==> src/rtl/bus_defs.sv <==
// Shared types and constants for the CPU-bus to SRAM bridge.
package bus_defs;

  typedef enum logic [2:0] {
    IDLE,
    ADDR,
    WAIT,
    ACCESS,
    DONE,
    HOLD
  } bridge_state_t;

  localparam logic [15:0] FAULT_DATA = 16'hDEAD;
  localparam int MAX_WAIT = 15;
  localparam int CNT_W = $clog2(MAX_WAIT + 1);

  // True when any bus address bit above the SRAM word-address range is set.
  function automatic logic upperBitsSet(input logic [15:0] busAddr, input int addrW);
    return (busAddr >> addrW) != 16'd0;
  endfunction

endpackage

==> src/rtl/wait_counter.sv <==
// Loadable saturating down-counter used to time the bridge wait states.
module wait_counter
  import bus_defs::*;
(
  input  logic             Clock,
  input  logic             nReset,
  input  logic             load,
  input  logic [CNT_W-1:0] loadValue,
  input  logic             enable,
  output logic             zero,
  output logic             one
);

  logic [CNT_W-1:0] countReg;

  // Stops at zero instead of wrapping.
  always_ff @(posedge Clock or negedge nReset) begin
    if (!nReset) begin
      countReg <= '0;
    end else if (load) begin
      countReg <= loadValue;
    end else if (enable && (countReg != '0)) begin
      countReg <= countReg - 1'b1;
    end
  end

  assign zero = (countReg == '0);
  assign one  = (countReg == CNT_W'(1));

endmodule

==> src/rtl/mem_bridge.sv <==
// Multiplexed CPU bus to single-port synchronous SRAM bridge with fixed wait states.
// Define MEM_BRIDGE_FAULT_EN to trap bus addresses above the SRAM range.
module mem_bridge
  import bus_defs::*;
#(
  parameter int ADDR_W      = 12,
  parameter int WAIT_STATES = 2
) (
  input  logic              Clock,
  input  logic              nReset,
  input  logic [15:0]       CpuDataOut,
  output logic [15:0]       CpuDataIn,
  input  logic              ALE,
  input  logic              nME,
  input  logic              nOE,
  input  logic              ENB,
  output logic              nWait,
  output logic [ADDR_W-1:0] MemAddr,
  output logic [15:0]       MemWData,
  input  logic [15:0]       MemRData,
  output logic              MemCe,
  output logic              MemWe,
  output logic              Fault
);

`ifdef MEM_BRIDGE_FAULT_EN
  localparam int AREG_W = 16;
`else
  localparam int AREG_W = ADDR_W;
`endif

  bridge_state_t stateReg, stateNext;

  logic [AREG_W-1:0] addrReg;
  logic [15:0]       wrReg;
  logic [15:0]       rdReg;
  logic              isWriteReg;
  logic              addrLoad;
  logic              cmdCapture;
  logic              cntLoad;
  logic              cntEnable;
  logic              cntZero;
  logic              cntOne;
  logic              addrFault;
  logic [15:0]       doneData;

`ifdef MEM_BRIDGE_FAULT_EN
  logic faultReg;

  assign addrFault = upperBitsSet(addrReg, ADDR_W);
  assign doneData  = faultReg ? FAULT_DATA : MemRData;
  assign Fault     = (stateReg == DONE) && faultReg;
`else
  assign addrFault = 1'b0;
  assign doneData  = MemRData;
  assign Fault     = 1'b0;
`endif

  wait_counter uWaitCounter (
    .Clock     (Clock),
    .nReset    (nReset),
    .load      (cntLoad),
    .loadValue (CNT_W'(WAIT_STATES)),
    .enable    (cntEnable),
    .zero      (cntZero),
    .one       (cntOne)
  );

  always_ff @(posedge Clock or negedge nReset) begin
    if (!nReset) begin
      stateReg   <= IDLE;
      addrReg    <= '0;
      wrReg      <= '0;
      rdReg      <= '0;
      isWriteReg <= 1'b0;
`ifdef MEM_BRIDGE_FAULT_EN
      faultReg   <= 1'b0;
`endif
    end else begin
      stateReg <= stateNext;
      if (addrLoad) begin
        addrReg <= CpuDataOut[AREG_W-1:0];
      end
      if (cmdCapture) begin
        isWriteReg <= nOE;
        wrReg      <= CpuDataOut;
`ifdef MEM_BRIDGE_FAULT_EN
        faultReg   <= addrFault;
`endif
      end
      if (stateReg == DONE) begin
        rdReg <= doneData;
      end
    end
  end

  always_comb begin
    stateNext  = stateReg;
    addrLoad   = 1'b0;
    cmdCapture = 1'b0;
    cntLoad    = 1'b0;
    cntEnable  = 1'b0;
    nWait      = 1'b1;
    MemCe      = 1'b0;
    MemWe      = 1'b0;
    CpuDataIn  = rdReg;
    unique case (stateReg)
      IDLE: begin
        if (ALE) begin
          addrLoad  = 1'b1;
          stateNext = ADDR;
        end
      end
      ADDR: begin
        if (ALE) begin
          addrLoad = 1'b1;
        end else if (!nME) begin
          cmdCapture = 1'b1;
          cntLoad    = 1'b1;
          // A write without the bus driver enabled is silently discarded.
          if (nOE && !ENB) begin
            stateNext = IDLE;
          end else if (addrFault) begin
            stateNext = DONE;
          end else if (WAIT_STATES == 0) begin
            stateNext = ACCESS;
          end else begin
            stateNext = WAIT;
          end
        end
      end
      WAIT: begin
        nWait = 1'b0;
        if (nME) begin
          stateNext = IDLE;
        end else begin
          cntEnable = 1'b1;
          if (cntOne || cntZero) begin
            stateNext = ACCESS;
          end
        end
      end
      ACCESS: begin
        nWait     = 1'b0;
        MemCe     = 1'b1;
        MemWe     = isWriteReg;
        stateNext = DONE;
      end
      DONE: begin
        CpuDataIn = doneData;
        stateNext = nME ? IDLE : HOLD;
      end
      HOLD: begin
        if (nME) begin
          stateNext = IDLE;
        end
      end
      default: stateNext = IDLE;
    endcase
  end

  assign MemAddr  = addrReg[ADDR_W-1:0];
  assign MemWData = wrReg;

endmodule
==> config.mk <==
export PLATFORM = sky130hd
export DESIGN_NAME = mem_bridge
export DESIGN_NICKNAME = d
export VERILOG_FILES = /design/src/rtl/bus_defs.sv /design/src/rtl/wait_counter.sv /design/src/rtl/mem_bridge.sv
export SDC_FILE = /design/constraint.sdc
export NUM_CORES = 1
export LEC_CHECK = 0
export BUFFER_PORTS_ARGS = -buffer_cell sky130_fd_sc_hd__clkbuf_2
export CAP_MARGIN = 40
export CORE_UTILIZATION = 35
export DETAILED_ROUTE_END_ITERATION = 16
export GPL_ROUTABILITY_DRIVEN = 0
export SLEW_MARGIN = 20
export SYNTH_ARGS = -nofsm -noshare
export SYNTH_HDL_FRONTEND = slang
export SYNTH_SLANG_ARGS = --single-unit
export TNS_END_PERCENT = 100
==> constraint.sdc <==
create_clock -name Clock -period 2.8 [get_ports Clock]
set_input_delay 0.56 -clock Clock [delete_from_list [all_inputs] [get_ports Clock]]
set_output_delay 0.56 -clock Clock [all_outputs]
set_load 0.02 [all_outputs]
Word-level counts from Yosys, hierarchy flattened
Cells that the tools add are included.
{"block": "word_totals", "output_inout_bits": 48, "reg_bits": 52, "in_bits": 38, "word_cells": 50}
{"block": "classes", "muxes": 21, "reduce_logical": 11, "n_eq_ne": 11, "addsub": 1}
{"cell": "two-way mux 3 bit", "n": 7}
{"cell": "case mux 3 bit (6 select lines)", "n": 1}
{"cell": "two-way mux 16 bit", "n": 1}
{"cell": "two-way mux 1 bit", "n": 9}
{"cell": "two-way mux 4 bit", "n": 2}
{"cell": "!= test 2 bit (second input constant)", "n": 4}
{"cell": "== test 3 x 2 -> 1 bit (second input constant)", "n": 2}
{"cell": "== test 3 bit (second input constant)", "n": 2}
{"cell": "AND reduction 5 bit", "n": 1}
{"cell": "== test 4 x 1 -> 1 bit (second input constant)", "n": 1}
{"cell": "logical NOT 4 bit", "n": 1}
{"cell": "nonzero test 4 bit", "n": 1}
{"cell": "OR reduction 2 bit", "n": 2}
{"cell": "subtractor 4 x 1 -> 4 bit (second input constant)", "n": 1}
{"cell": "== test 3 x 1 -> 1 bit (second input constant)", "n": 1}
{"cell": "logical NOT 3 bit", "n": 1}
{"cell": "!= test 3 bit (second input constant)", "n": 1}
{"cell": "logical AND 1 bit", "n": 2}
{"cell": "two-way mux 2 bit", "n": 1}
{"cell": "nonzero test 2 bit", "n": 1}
{"cell": "logical NOT 1 bit", "n": 1}
{"cell": "logical OR 1 bit", "n": 1}

Logic depth before layout (Yosys ltp)
Gate-level depths: netlist of the first run.
{"block": "logic_depth", "depth_word": 6, "depth_mapped": 5, "depth_no_buf": 5}

Hierarchy
Synthesis of the first run repeated with hierarchy kept, for this count alone.
{"block": "hier_totals", "hier_cells": 151, "hier_area_um2": 2144.6}
{"module": "mem_bridge", "seq_area_each_um2": 1201.2, "instances": 1, "cells_per_inst": 121, "area_each_um2": 1878.1}
{"module": "wait_counter", "seq_area_each_um2": 100.1, "instances": 1, "cells_per_inst": 30, "area_each_um2": 266.5}

Least setup slack after synthesis of the first run
OpenSTA, ideal clock, no wires.
{"block": "synth_timing", "path_kind": "reg2out", "start": "register stateReg[1]", "end": "output CpuDataIn[7]", "arrival_ns": 1.568, "stages_incl_launch_ff": 6, "required_time_ns": 2.240, "path_buffers": 2, "setup_slack_ns": 0.672, "path_cell_list": "dfrtp_1 -> buf_6 -> nand2b_1 -> nor2_2 -> buf_2 -> mux2_1"}
{"block": "synth_via", "elab_chain_cells": 2}
{"item": "from (decl)", "line_no": "mem_bridge.sv:32", "rtl": "bridge_state_t stateReg, stateNext;"}
{"item": "from (signal assigned)", "line_no": "mem_bridge.sv:80", "rtl": "stateReg <= stateNext;"}
{"item": "== test 3 bit", "line_no": "mem_bridge.sv:107", "rtl": "unique case (stateReg)"}
{"item": "two-way mux 16 bit"}
{"item": "to (decl)", "line_no": "mem_bridge.sv:12", "rtl": "output logic [15:0] CpuDataIn,"}
Every way passes these cells.

Worst setup path after layout of the first run
{"block": "layout_timing", "start": "register stateReg[1]", "end": "output CpuDataIn[14]"}
The elaborated chain is that of the path after synthesis.

==> impl_metrics.sql, run 1 <==
INSERT INTO impl_metrics (metric_group, metric, value, unit) VALUES
('status', 'result_of_the_run', 'complete, no violations', ''),
('setup_path', 'timing.critical_path.from', 'stateReg[1]', ''),
('setup_path', 'r2r-start', 'stateReg[1]', ''),
('global_routing', 'groute.usage.overall', '13.2', '%'),
('die', 'fp-row-count', '28', ''),
('logic_synthesis', 'syn_area', '0.00222', 'sq mm'),
('placement', 'place_hpwl', '3.09', 'mm'),
('layout', 'drive_gt1_share', '61.4', '%'),
('detailed_routing', 'route.detailed.wl_per_inst', '13.5', 'um'),
('logic_synthesis', 'synth_cell_types', '33', ''),
('detailed_routing', 'routed_length_on_met3', '240', 'um'),
('clocking', 'h_tree_depth', '2', ''),
('setup_path', 'regToRegSetupSlack', '870', 'ps'),
('global_routing', 'number_of_antenna_violations_at_the_first_check_in_global_routing', '0', ''),
('die', 'dieArea', '0.00665', 'sq mm'),
('detailed_routing', 'wl_met2', '2.08', 'mm'),
('detailed_routing', 'num_vias', '1477', ''),
('sta', 'timing_worst_slew_pin_value', '750', 'ps'),
('detailed_routing', 'highest-signal-layer', 'met4', ''),
('global_routing', 'grt_first_pass_wirelength', '6.62', 'mm'),
('sta', 'final_min_period_over_clock_period', '86.8', '%'),
('logic_synthesis', 'number_of_enable_type_register_cells_in_the_synthesized_netlist', '0', ''),
('setup_path', 'timing.critical_path.to_type', 'output pin', ''),
('global_routing', 'first_global_vias', '1366', ''),
('die', 'die_h', '81.6', 'um'),
('setup_path', 'worstPathRequired', '2240', 'ps'),
('sta', 'slew_violations', '0', ''),
('detailed_routing', 'wl', '4.20', 'mm'),
('sta', 'number_of_setup_violations_in_the_final_report', '0', ''),
('sta', 'fin_skew', '2.71', 'ps'),
('global_routing', 'globalRouteOverflowTotal', '0', ''),
('clocking', 'cts_hold_buffers', '0', ''),
('detailed_routing', 'drc', '0', ''),
('clocking', 'tritoncts', 'yes', ''),
('logic_synthesis', 'synthesized_nets', '189', ''),
('logic_synthesis', 'seq_area_frac_synth', '58.7', '%'),
('power', 'worst_ir_drop_vdd', '500', 'uV'),
('detailed_routing', 'viasPerCell', '4.75', ''),
('clocking', 'post_cts_buffers', '0', ''),
('setup_path', 'startpoint_type', 'flop', ''),
('power', 'power.density', '1090', 'mW/mm^2'),
('sta', 'timing.slew.headroom', '49.3', '%'),
('sta', 'setup-tns-final', '0', 'ps'),
('sta', 'max_freq', '411', 'MHz'),
('global_routing', 'grt_start_max_net_pins', '37', ''),
('logic_synthesis', 'ys_warn_count', '0', ''),
('setup_path', 'regToRegEndpoint', 'MemWData[1]', ''),
('die', 'initial_core_utilization', '36.8', '%'),
('clocking', 'cts-resized-gates', '0', ''),
('detailed_routing', 'drt_pre_antenna_iters', '4', ''),
('logic_synthesis', 'async_reset_ff_share', '100', '%'),
('logic_synthesis', 'ys_seq_elements', '52', ''),
('clocking', 'sinks_on_the_clock_net', '52', ''),
('logic_synthesis', 'synthCells', '148', ''),
('layout', 'layout_area_overhead', '26.8', '%'),
('clocking', 'number_of_buffers_added_by_the_clock_tree_synthesis_step', '5', ''),
('layout', 'nNetsFinal', '276', ''),
('clocking', 'worstSkewPairLatency', '300', 'ps'),
('placement', 'placement.io_buffers', '84', ''),
('clocking', 'clock_path_buffers', '2', ''),
('setup_path', 'timing.reg2reg.worst_path_depth', '3', ''),
('setup_path', 'critical_path_arrival', '1870', 'ps'),
('setup_path', 'crit_fanout', '16', ''),
('sta', 'finalHoldViolations', '0', ''),
('die', 'die_extent_in_x', '81.6', 'um'),
('detailed_routing', 'ant_nets', '0', ''),
('setup_path', 'setup.worst_path.end', 'CpuDataIn[14]', ''),
('detailed_routing', 'detailedRoute.firstIterationViolations', '59', ''),
('detailed_routing', 'wl_met1', '1.86', 'mm'),
('run', 'drv.max_cap_violation_count', '0', ''),
('sta', 'timing.final.crit_period', '2430', 'ps'),
('setup_path', 'timing.setup.critical_path_class', 'reg -> out', ''),
('logic_synthesis', 'postSynth.topFlopCell', 'dfrtp_1', ''),
('sta', 'rsz_0062_raised_after_global_routing', 'false', ''),
('clocking', 'ctsRootBufferMaster', 'clkbuf_8', ''),
('die', 'io_pins', '86', ''),
('min_path', 'hold_path_class', 'in -> async', ''),
('clocking', 'clk_pin_slew', '90', 'ps'),
('power', 'p_leak', '0.00139', 'uW'),
('layout', 'postLayoutCoreUtil', '46.6', '%'),
('logic_synthesis', 'synth.avg_cell_area', '15.0', 'sq um'),
('die', 'core_footprint', '0.00603', 'sq mm'),
('layout', 'insertedDiodeCount', '0', '');
## stage by stage
step	cell area (sq um)	power [uW]	std cells	setup WS, ps	hold slack [ps]
final	2810	3060	311	369	181
after global placement	2700	2570	303	650	465
after detailed placement	2700	2580	303	656	483
after CTS	2810	3100	311	335	189
after floorplan	2220	2150	148	672	264
after global routing	2810	3250	311	236	205
## registers in the layout, summed over array words and instances, names as in the netlist
name                   cells
MemWData                  16
isWriteReg                 1
uWaitCounter.countReg      4
rdReg                     16
MemAddr                   12
stateReg                   3
## worst max-delay path: stages (launching register included)
cell	delay [ps]
dfrtp_1	480
nand2b_1	230
nor2_2	100
buf_4	230
mux2_2	380
clkbuf_2	160
## cell usage after synthesis, types with 2 or more instances
master    instances  area (sq um)
mux2_2           36           405
a21oi_1           3          15.0
mux2i_1           2          20.0
mux2_4            8           120
nand3_1           4          20.0
o21ai_0           4          20.0
nor3_1            2          10.0
buf_2             4          20.0
nor2b_1           2          12.5
ha_1              3          37.5
nor3b_1           3          22.5
o21bai_1          2          15.0
nand2b_1          2          12.5
dfrtp_1          52          1300
inv_1             3          11.3
## power breakdown
part | internal (uW) | switching (uW)
Combinational | 576 | 743
Clock | 265 | 245
Sequential | 1070 | 159
## cell usage in the layout, fill, tap and decap left out, types with 2 or more instances in the layout
cell / count
ha_1: 3
dfrtp_1: 52
a21oi_1: 3
nand3_1: 4
mux2_4: 8
o21ai_0: 4
nand2b_1: 2
o21bai_1: 2
inv_1: 3
nor3b_1: 2
buf_4: 3
clkbuf_8: 5
nor3_1: 2
mux2_2: 36
clkbuf_2: 84
mux2i_1: 2
nor2b_1: 2
## metal layers
layer,global-route usage [%],vias up
met1,17.5,741
met5,0,-
li1,-,696
met3,3.89,2
met4,4.74,0
met2,20.7,38
## cell families after synthesis
group / Yosys count / synth area share [%]
buf+inv: 10 / 3.16
other cells: 1 / 0.169
fa+ha+maj: 3 / 1.69
simple gates: 23 / 7.74
compound gates: 12 / 3.39
mux: 47 / 25.1
flops: 52 / 58.7
## worst min-delay path by stage
stage	from	endpoint	slack (ps)	depth (start not counted)
final	nReset	stateReg[0]	180	1
after global routing	nReset	stateReg[2]	200	1
after CTS	nReset	MemAddr[0]	190	1
after detailed placement	rdReg[7]	rdReg[7]	480	1
after global placement	rdReg[7]	rdReg[7]	460	1
after floorplan	nReset	MemAddr[0]	260	0
## final cells by class
| cell class | count | area [sq um] |
|---|---|---|
| Clock buffer | 5 | 68.8 |
| Clock inverter | 3 | 42.5 |
| Fill cell | 563 | 3220 |
| Inverter | 3 | 11.3 |
| Multi-Input combinational cell | 86 | 850 |
| Sequential cell | 52 | 1300 |
| Tap cell | 75 | 93.8 |
| Timing Repair Buffer | 87 | 443 |
No activity file was read; power rests on OpenSTA's default activity.
==> run 2, diff against run 1 <==
- REMOVE_ABC_BUFFERS: not set -> 1
- clock period: 2.8 -> 2.2 ns (I/O delays scaled with it)
==> impl_metrics.sql, run 2 (synthesized netlist as in run 1, its figures left out) <==
INSERT INTO impl_metrics (metric_group, metric, value, unit) VALUES
('sta', 'max_freq', '460', 'MHz'),
('clocking', 'h_tree_depth', '2', ''),
('clocking', 'ctsRootBufferMaster', 'clkbuf_8', ''),
('die', 'die_h', '81.6', 'um'),
('sta', 'hold-worst-slack', '234', 'ps'),
('setup_path', 'critical_path_cell_by_cell', 'nand2b_4, nor2_4, clkbuf_16, mux2_2, clkbuf_2', ''),
('placement', 'place_hpwl', '3.01', 'mm'),
('setup_path', 'cp_slowest_cell', 'dfrtp_2', ''),
('clocking', 'worstSkewPairLatency', '300', 'ps'),
('global_routing', 'groute.usage.overall', '13.6', '%'),
('clocking', 'tritoncts', 'yes', ''),
('sta', 'finalHoldViolations', '0', ''),
('detailed_routing', 'detailedRoute.firstIterationViolations', '56', ''),
('sta', 'timing.final.crit_period', '2170', 'ps'),
('layout', 'mostFrequentLayoutCells', 'clkbuf_2 (70), dfrtp_1 (50), mux2_2 (29)', ''),
('layout', 'insertedDiodeCount', '0', ''),
('die', 'dieArea', '0.00665', 'sq mm'),
('setup_path', 'timing.setup.critical_path_class', 'reg -> out', ''),
('layout', 'layout_area_overhead', '32.6', '%'),
('run', 'drv.max_cap_violation_count', '0', ''),
('min_path', 'hold_path_class', 'in -> async', ''),
('status', 'result_of_the_run', 'complete, no violations', ''),
('layout', 'nNetsFinal', '279', ''),
('sta', 'timing_worst_slew_pin_value', '641', 'ps'),
('detailed_routing', 'ant_nets', '0', ''),
('setup_path', 'worstPathRequired', '1760', 'ps'),
('die', 'core_footprint', '0.00603', 'sq mm'),
('setup_path', 'timing.critical_path.to_type', 'output pin', ''),
('clocking', 'number_of_buffers_added_by_the_clock_tree_synthesis_step', '5', ''),
('setup_path', 'worstPathBufferInverterCount', '2', ''),
('clocking', 'sinks_on_the_clock_net', '52', ''),
('detailed_routing', 'wl', '4.36', 'mm'),
('setup_path', 'timing.critical_path.from', 'stateReg[1]', ''),
('clocking', 'cts_hold_buffers', '0', ''),
('setup_path', 'r2r-start', 'stateReg[1]', ''),
('setup_path', 'startpoint_type', 'flop', ''),
('sta', 'slew_violations', '0', ''),
('global_routing', 'grt_start_max_net_pins', '53', ''),
('sta', 'final_critical_path_setup_slack', '27.4', 'ps'),
('power', 'p_total', '4020', 'uW'),
('sta', 'rsz_0062_raised_after_global_routing', 'true', ''),
('die', 'fp-row-count', '28', ''),
('placement', 'post-place-ws', '184', 'ps'),
('placement', 'placement.io_buffers', '84', ''),
('layout', 'num-fill-cells', '546', ''),
('detailed_routing', 'drc', '0', ''),
('setup_path', 'critPathMaxStageDelay', '410', 'ps'),
('clocking', 'clk_pin_slew', '90', 'ps'),
('layout', 'drive_gt1_share', '63.4', '%'),
('global_routing', 'number_of_antenna_violations_at_the_first_check_in_global_routing', '0', ''),
('global_routing', 'first_global_vias', '1436', ''),
('setup_path', 'regToRegSetupSlack', '210', 'ps'),
('detailed_routing', 'num_vias', '1467', ''),
('global_routing', 'globalRouteOverflowTotal', '0', ''),
('sta', 'number_of_setup_violations_in_the_final_report', '0', ''),
('detailed_routing', 'viasPerCell', '4.69', ''),
('sta', 'timing.slew.headroom', '57.2', '%'),
('global_routing', 'grt_first_pass_wirelength', '6.76', 'mm'),
('power', 'p_leak', '0.00144', 'uW'),
('sta', 'fin_skew', '7.54', 'ps'),
('layout', 'final_common_cell', 'clkbuf_2', ''),
('detailed_routing', 'drt_pre_antenna_iters', '4', ''),
('power', 'worst_ir_drop_vdd', '625', 'uV'),
('die', 'initial_core_utilization', '36.8', '%'),
('power', 'power.density', '1370', 'mW/mm^2'),
('detailed_routing', 'route.detailed.wl_per_inst', '13.9', 'um'),
('setup_path', 'crit_fanout', '8', ''),
('clocking', 'clock_path_buffers', '2', ''),
('sta', 'final_min_period_over_clock_period', '98.8', '%'),
('die', 'io_pins', '86', ''),
('setup_path', 'critical_path_arrival', '1730', 'ps'),
('die', 'die_extent_in_x', '81.6', 'um'),
('setup_path', 'critical-path-top-delay-family', 'flip-flops', '');
==> run 2: changes by cell type in the layout (fill, tap and decap cells not counted), sizes merged <==
cell / change
buf: +16
clkinvlp: -1
bufinv: -1
clkbuf: -12
==> run 2: cell type report <==
cell class	count	area [sq um]	area share, %
Sequential cell	52	1300	44.4
Multi-Input combinational cell	86	892	30.4
Timing Repair Buffer	90	546	18.6
Tap cell	75	93.8	3.19
Clock buffer	6	82.6	2.81
Inverter	3	11.3	0.383
Clock inverter	1	8.76	0.298
==> run 2: layer usage <==
metal | track usage, % | share of wire [%] | vias to the layer above
met5 | 0 | 0 | -
met4 | 5.79 | 1.2 | 0
met3 | 4.00 | 5.6 | 6
met2 | 21.2 | 48 | 43
met1 | 17.6 | 45 | 715
li1 | - | - | 703
==> run 2: power by group <==
part           switching (uW)  internal, uW
sequential                216          1360
clock                     296           251
combinational             983           909
==> run 2: worst paths after layout <==
path | endpoint | cells after the start
max in group asynchronous | stateReg[1] | 2
min in group Clock | MemWData[13] | 2
max | CpuDataIn[12] | 5
min | rdReg[12] | 2
min reg2reg | rdReg[11] | 1
max reg2reg | MemWData[6] | 4
==> run 2: worst reg2reg max path, cell delays in order, from the launching register on <==
cell	delay (ps)
dfrtp_2	410
buf_4	160
or4b_4	570
nor2_8	340
mux2_2	390
==> run 2: through the flow <==
stage / util (%) / TNS (ps) / cells / area, sq um
floorplan: - / 0 / 141 / 2160
global placement: 45.1 / 0 / 304 / 2720
detailed placement: 45.1 / 0 / 304 / 2720
CTS: 46.8 / 0 / 312 / 2820
global route: 48.8 / -279 / 313 / 2940
finish: 48.8 / 0 / 313 / 2940
==> run 2: timing repair <==
| action | in CTS | in global routing |
|---|---|---|
| pin swaps | 0 | 1 |
| setup buffers | 1 | 0 |
| cloned | 0 | 1 |
| gates resized for setup | 2 | 43 |
| endpoints found under the setup margin | 16 | 16 |
==> run 3, diff against run 2 <==
- CORE_MARGIN: not set -> 2
- GPL_ROUTABILITY_DRIVEN: 0 -> not set
- PLACE_DENSITY: not set -> 0.6
==> impl_metrics.sql, run 3 (synthesized netlist as in run 1, its figures left out) <==
INSERT INTO impl_metrics (metric_group, metric, value, unit) VALUES
('status', 'result_of_the_run', 'complete, no violations', ''),
('detailed_routing', 'wl_met2', '2.31', 'mm'),
('layout', 'nNetsFinal', '281', ''),
('sta', 'timing_worst_slew_pin_value', '594', 'ps'),
('global_routing', 'globalRouteOverflowTotal', '0', ''),
('power', 'power.density', '1390', 'mW/mm^2'),
('clocking', 'h_tree_depth', '2', ''),
('placement', 'post-place-ws', '175', 'ps'),
('layout', 'seqCellArea', '0.00130', 'sq mm'),
('setup_path', 'cp_slowest_cell', 'dfrtp_2', ''),
('power', 'internal_power', '2660', 'uW'),
('clocking', 'worstSkewPairLatency', '300', 'ps'),
('detailed_routing', 'drc', '0', ''),
('setup_path', 'timing.setup.critical_path_class', 'reg -> out', ''),
('setup_path', 'critical_path_cell_by_cell', 'nand2b_4, nor2_4, clkbuf_16, mux2_2, buf_6', ''),
('placement', 'detailed_place.area', '0.00273', 'sq mm'),
('layout', 'multiInputGateArea', '892', 'sq um'),
('die', 'fp-row-count', '28', ''),
('power', 'worst_ir_drop_vdd', '641', 'uV'),
('detailed_routing', 'wl', '4.62', 'mm'),
('power', 'p_total', '4180', 'uW'),
('setup_path', 'startpoint_type', 'flop', ''),
('layout', 'postLayoutCoreUtil', '49.9', '%'),
('sta', 'slew_violations', '0', ''),
('setup_path', 'crit_fanout', '8', ''),
('power', 'p_sw_share', '36.3', '%'),
('global_routing', 'grt_start_max_net_pins', '33', ''),
('global_routing', 'first_global_vias', '1554', ''),
('setup_path', 'timing.critical_path.to_type', 'output pin', ''),
('layout', 'drive_gt1_share', '63.5', '%'),
('detailed_routing', 'num_vias', '1492', ''),
('detailed_routing', 'wl_met1', '1.96', 'mm'),
('detailed_routing', 'detailedRoute.firstIterationViolations', '42', ''),
('power', 'share_comb_of_total_power', '46.9', '%'),
('global_routing', 'groute.usage.overall', '13.3', '%'),
('min_path', 'hold_path_class', 'in -> async', ''),
('sta', 'timing.slew.headroom', '60.4', '%'),
('global_routing', 'number_of_antenna_violations_at_the_first_check_in_global_routing', '0', ''),
('clocking', 'clk_pin_slew', '90', 'ps'),
('die', 'die_h', '83.6', 'um'),
('placement', 'weighted_congestion_reported_at_the_end_of_routability_driven_placement', '0.735', ''),
('run', 'drv.max_cap_violation_count', '0', ''),
('die', 'initial_core_utilization', '36.8', '%'),
('clocking', 'number_of_buffers_added_by_the_clock_tree_synthesis_step', '5', ''),
('placement', 'place_hpwl', '3.21', 'mm'),
('sta', 'max_freq', '468', 'MHz'),
('sta', 'finalHoldViolations', '0', ''),
('layout', 'final_common_cell', 'clkbuf_2', ''),
('layout', 'mostFrequentLayoutCells', 'clkbuf_2 (68), dfrtp_1 (50), mux2_2 (29)', ''),
('setup_path', 'worstPathBufferInverterCount', '2', ''),
('layout', 'num-fill-cells', '564', ''),
('clocking', 'cts_hold_buffers', '0', ''),
('layout', 'final_design_area_no_fill', '0.00301', 'sq mm'),
('clocking', 'tritoncts', 'yes', ''),
('clocking', 'sinks_on_the_clock_net', '52', ''),
('die', 'core_footprint', '0.00603', 'sq mm'),
('sta', 'final_critical_path_setup_slack', '62.2', 'ps'),
('setup_path', 'critical_path_arrival', '1700', 'ps'),
('sta', 'fin_skew', '5.89', 'ps'),
('sta', 'final_min_period_over_clock_period', '97.2', '%'),
('die', 'die_extent_in_x', '83.6', 'um'),
('sta', 'rsz_0062_raised_after_global_routing', 'true', ''),
('detailed_routing', 'viasPerCell', '4.72', ''),
('clocking', 'clock_path_buffers', '2', ''),
('die', 'dieArea', '0.00698', 'sq mm'),
('detailed_routing', 'ant_nets', '0', ''),
('power', 'p_leak', '0.00147', 'uW'),
('layout', 'layout_area_overhead', '35.6', '%'),
('detailed_routing', 'highest-signal-layer', 'met4', ''),
('global_routing', 'grt_first_pass_wirelength', '7.53', 'mm'),
('power', 'power.net_switching', '1520', 'uW'),
('power', 'clkPwrFrac', '15.3', '%'),
('die', 'io_pins', '86', ''),
('layout', 'insertedDiodeCount', '0', ''),
('setup_path', 'critPathMaxStageDelay', '420', 'ps'),
('sta', 'timing.final.crit_period', '2140', 'ps'),
('setup_path', 'worstPathRequired', '1760', 'ps'),
('clocking', 'ctsRootBufferMaster', 'clkbuf_8', ''),
('detailed_routing', 'drt_pre_antenna_iters', '4', ''),
('power', 'power_frac_seq', '37.7', '%'),
('placement', 'placement.io_buffers', '84', ''),
('setup_path', 'critical-path-top-delay-family', 'flip-flops', ''),
('detailed_routing', 'routed_length_on_met3', '306', 'um'),
('detailed_routing', 'route.detailed.wl_per_inst', '14.6', 'um'),
('sta', 'number_of_setup_violations_in_the_final_report', '0', '');
==> run 3: final cells by class <==
class,instances,share of cell area [%]
clock inverters,2,1.17
multi-input cells,86,29.7
well taps,75,3.12
inverters,3,0.375
clock buffers,6,2.41
flip-flops and latches,52,43.4
repair buffers,92,19.9
==> run 3: worst paths after layout <==
kind                           startpoint                  endpoint  slack (ps)  depth (start not counted)
max                           stateReg[1]              CpuDataIn[2]          60                          5
min                                nReset               stateReg[2]         120                          1
max reg2reg                   stateReg[1]               MemWData[5]         200                          4
min reg2reg                     rdReg[13]                 rdReg[13]         510                          1
max in group asynchronous          nReset  uWaitCounter.countReg[1]        1510                          2
min in group Clock         CpuDataOut[15]              MemWData[15]         360                          2
==> run 3: power by group through the flow <==
stage	logic [uW]	registers, uW	clock network [uW]
after detailed placement	1720	1590	0
final	1960	1580	642
after floorplan	885	1820	0
after global placement	1690	1590	0
after CTS	1730	1580	668
after global routing	2110	1620	709
==> run 3: worst register-to-register path: stages, from the launching register on <==
cell     delay [ps]
dfrtp_2         420
buf_4           160
or4b_4          570
nor2_8          340
mux2_2          400
==> run 3: through the flow <==
step / hold slack, ps / TNS, ps / instances
3_3_place_gp: 468 / 0 / 304
3_5_place_dp: 480 / 0 / 304
5_1_grt: 161 / -72.6 / 316
4_1_cts: 146 / 0 / 313
6_report: 125 / 0 / 316
2_1_floorplan: 144 / 0 / 141
==> run 3: timing repair <==
action,CTS,global route
endpoints found under the setup margin,16,16
cloned,0,1
pin swaps,0,1
endpoints found under the hold margin,0,0
buffers inserted,1,2
gates resized for setup,2,53
==> run 3: per-layer routing <==
layer	track usage (%)	up-vias
li1	-	706
met1	16.5	741
met2	21.5	41
met3	5.14	4
met4	3.96	0
met5	0	-
